`src/rtl/gf2m_reduce_193bit.sv`:
```
// Modular reduction of a 2N-1 bit GF(2) polynomial product by the trinomial x^N + x^K + 1.
// Two registered fold steps; one result held behind a valid/ready handshake.
module gf2m_reduce_193bit #(
  parameter int N = 193,
  parameter int K = 15
) (
  input  logic           clk,
  input  logic           rst_n,
  input  logic           in_valid,
  output logic           in_ready,
  input  logic [2*N-2:0] in_prod,
  output logic           out_valid,
  input  logic           out_ready,
  output logic [N-1:0]   out_c,
  output logic           busy
);

  localparam int AW = 2*N - 1;

  typedef enum logic [1:0] {S_IDLE, S_FOLD1, S_FOLD2, S_OUT} state_t;

  state_t        state, state_nxt;
  logic [AW-1:0] acc;
  logic          accept;

  // x^(N+i) = x^(K+i) + x^i: folds the upper N-1 coefficients down to degree <= N+K-2
  function automatic logic [AW-1:0] fold1(input logic [AW-1:0] a);
    logic [N-2:0]  hi;
    logic [AW-1:0] r;
    hi               = a[AW-1:N];
    r                = '0;
    r[N-1:0]         = a[N-1:0];
    r[N+K-2:0]       = r[N+K-2:0] ^ {hi, {K{1'b0}}};
    r[N-2:0]         = r[N-2:0] ^ hi;
    return r;
  endfunction

  // Second fold leaves degree <= 2K-2 < N, so no third pass is needed
  function automatic logic [N-1:0] fold2(input logic [N+K-2:0] a);
    logic [K-2:0] h2;
    logic [N-1:0] r;
    h2          = a[N+K-2:N];
    r           = a[N-1:0];
    r[2*K-2:0]  = r[2*K-2:0] ^ {h2, {K{1'b0}}};
    r[K-2:0]    = r[K-2:0] ^ h2;
    return r;
  endfunction

  assign in_ready  = (state == S_IDLE) || ((state == S_OUT) && out_ready);
  assign accept    = in_valid && in_ready;
  assign out_valid = (state == S_OUT);
  assign busy      = (state != S_IDLE);

  always_ff @(posedge clk or negedge rst_n) begin
    if (!rst_n) state <= S_IDLE;
    else        state <= state_nxt;
  end

  always_comb begin
    state_nxt = state;
    case (state)
      S_IDLE:  if (accept) state_nxt = S_FOLD1;
      S_FOLD1: state_nxt = S_FOLD2;
      S_FOLD2: state_nxt = S_OUT;
      S_OUT:   if (out_ready) state_nxt = accept ? S_FOLD1 : S_IDLE;
      default: state_nxt = S_IDLE;
    endcase
  end

  always_ff @(posedge clk or negedge rst_n) begin
    if (!rst_n) begin
      acc   <= '0;
      out_c <= '0;
    end else begin
      if (accept)                acc <= in_prod;
      else if (state == S_FOLD1) acc <= fold1(acc);
      if (state == S_FOLD2)      out_c <= fold2(acc[N+K-2:0]);
    end
  end

endmodule

```
`config.mk`:
```
export PLATFORM = sky130hd
export DESIGN_NAME = gf2m_reduce_193bit
export DESIGN_NICKNAME = d
export VERILOG_FILES = /design/src/rtl/gf2m_reduce_193bit.sv
export SDC_FILE = /design/constraint.sdc
export NUM_CORES = 1
export LEC_CHECK = 0
export ABC_AREA = 1
export CORE_UTILIZATION = 40
export CTS_BUF_LIST = sky130_fd_sc_hd__clkbuf_8
export DETAILED_ROUTE_END_ITERATION = 8
export GPL_TIMING_DRIVEN = 0
export SETUP_SLACK_MARGIN = 0.3
export SKIP_CTS_REPAIR_TIMING = 1
export SYNTH_ARGS = -nofsm -noshare
export SYNTH_HDL_FRONTEND = slang
export SYNTH_SLANG_ARGS = --single-unit
```
`constraint.sdc`:
```
create_clock -name clk -period 2.2 [get_ports clk]
set_input_delay 0.44 -clock clk [delete_from_list [all_inputs] [get_ports clk]]
set_output_delay 0.44 -clock clk [all_outputs]
set_load 0.03 [all_outputs]
```
==> reports/summary.txt <==
die height: 277 µm
Max Slew Vio Count: 0
largest net degree at the start of global routing: 115
Top FF cell, synth: dfrtp_1
TritonCTS clock tree: done
CORE AREA: 74700 µm²
ranking of synthesized cells by area: dfrtp_1, nand2_1, nand3_1
mapped cell area: 30300 µm²
# IOs: 585
row count: 100
Crit Path Max Fanout: 4
Layout Nets: 5467
multi-input logic area: 12200 µm²
die area: 76700 µm²
PwrDens: 1650 nW/µm²
Crit Path Category: register to output port
period utilization: 0.994
Slew HR: 0.528
Worst Path Arrival: 1750 ps
post-DP HPWL: 90.9 mm
Area Growth Syn to Fin: 33.6%
average size of a mapped cell: 6.93 µm²
sequential area share after synthesis: 0.480
YS warnings: 0
first-pass GRT wire length: 175 mm
fmax: 457 MHz
EDFF count, synth: 0
Die X: 277 µm
residual DRC count: 0
initial drt markers: 2544
Core Util, Final: 0.541
share of cells above drive strength 1: 0.0647
DRT antenna net count: 0
Worst Hold Class: input port to async pin
Sinks on Clock Net: 580
root buffer cell: clkbuf_8
TritonRoute pass-1 iters: 6
leak pwr: 23.8 nW
Port-buffer cells: 583
Vias: 30321
Fin Hold WS: -305 ps
CTS buffer count: 103
max-cap violations: 0
critical path required time: 1760 ps
GPL Wtd Cong: 0.926
Yosys top cell area share: 0.480
Clk Latency, worst-skew pair: 700 ps
fin area: 40400 µm²
placed inst area: 37500 µm²
initial antenna violation count: 6
Syn Nets: 4757
Synth cell types: 18
Worst-path clk slew: 60 ps
instance count of the mapped netlist: 4363
most frequent cell after synthesis: nand2_1
register area: 14500 µm²
CP Launch Type: register
vias in the first global route: 29337
Max VDD drop: 0.713 mV
clock tree buffer depth: 3
flops & latches, synth: 580
Tmin final: 2190 ps
final hold vios: 58
Least-Margin Pin Slew: 709 ps
Setup-failing EPs final: 0
Synth top cells by count: nand2_1, inv_1, nand3_1
asr flop ratio synth: 1.00
outcome: complete, but fails checks
RSZ-0062 raised after global routing: true
failing checks: negative hold slack
CTS H-tree lvls: 3
Synth area leader: dfrtp_1
WL per Instance: 19.2 µm
GRT Residual Overflow: 0
Worst setup EP type: output port
Overall Global Routing Usage: 0.301
mean number of vias per cell: 4.96
final setup skew: 23.5 ps
initial core utilization: 0.405
WL final: 117 mm
Filler cells: 7266
==> path summary, 6_finish.rpt <==
path / slack, ps / endpoint / from / cells past startpoint
setup / recovery: 10 / in_ready / state[0] / 5
hold / removal: -310 / acc[38] / rst_n / 1
setup reg to reg: 140 / acc[61] / state[0] / 13
hold reg to reg: 470 / out_c[85] / out_c[85] / 2
max in group asynchronous: 930 / acc[327] / rst_n / 3
min in group clk: 310 / acc[344] / in_prod[344] / 3
==> logic make-up after synthesis <==
| family | share of synthesized area |
|---|---|
| buffers and inverters | 0.122 |
| flip-flops | 0.480 |
| XOR/XNOR | 0.00405 |
| AND/OR/NAND/NOR | 0.332 |
| adder cells (fa/ha/maj) | 0.00207 |
| AO/OA/AOI/OAI | 0.0604 |
==> registers in the layout, summed over array words and instances, names as in the netlist <==
| name | cells |
|---|---|
| out_c | 193 |
| state | 2 |
| acc | 385 |
==> where the power goes <==
group          switching [W]  total [W]  internal [W]
clock                0.00465    0.00975       0.00510
sequential           0.00466     0.0206        0.0160
combinational         0.0236     0.0362        0.0126
total                 0.0329     0.0666        0.0337
==> through the flow <==
stage / setup slack [ps] / hold slack (ps) / total power [W] / std cells / TNS [ps]
4_1_cts: -1120 / -343 / 0.0656 / 6086 / -173690
3_3_place_gp: -26740 / 465 / 0.0551 / 5915 / -
3_5_place_dp: -814 / 416 / 0.0556 / 5921 / -231550
6_report: 13.4 / -305 / 0.0666 / 6107 / 0
2_1_floorplan: 384 / 144 / 0.0418 / 4363 / 0
5_1_grt: -53.9 / -295 / 0.0720 / 6107 / -85.7
==> cell usage in the layout (no fill, tap or decap), types with 10 or more instances in the layout <==
| master | instances |
|---|---|
| clkbuf_1 | 38 |
| clkbuf_4 | 30 |
| nand3_1 | 589 |
| nand2_1 | 1877 |
| clkinv_2 | 10 |
| inv_1 | 712 |
| dlymetal6s2s_1 | 188 |
| buf_6 | 13 |
| xor2_1 | 14 |
| clkbuf_8 | 120 |
| o21ai_0 | 360 |
| clkdlybuf4s50_1 | 387 |
| buf_4 | 39 |
| clkinv_1 | 47 |
| buf_2 | 70 |
| dfrtp_1 | 579 |
==> metal layers <==
metal,global-route usage,up-vias,part of all wire
met2,0.499,1123,0.47
met4,0.118,0,0.037
met5,0,-,0
li1,-,14721,-
met1,0.396,14272,0.43
met3,0.0443,205,0.063
==> final cells by class <==
cell class / instances / area share
Sequential cell: 580 / 0.359
Multi-Input combinational cell: 2858 / 0.301
Timing Repair Buffer: 605 / 0.165
Inverter: 735 / 0.0686
Clock buffer: 120 / 0.0409
Tap cell: 969 / 0.0300
Buffer: 190 / 0.0298
Clock inverter: 45 / 0.00579
Antenna cell: 5 / 0.000310
==> worst max-delay path: stages, from the launching register on <==
cell	delay (ps)
dfrtp_2	460
ha_4	200
nand2_4	80
nand2_8	60
buf_8	120
buf_6	130
Power figures use the tool's default switching activity.
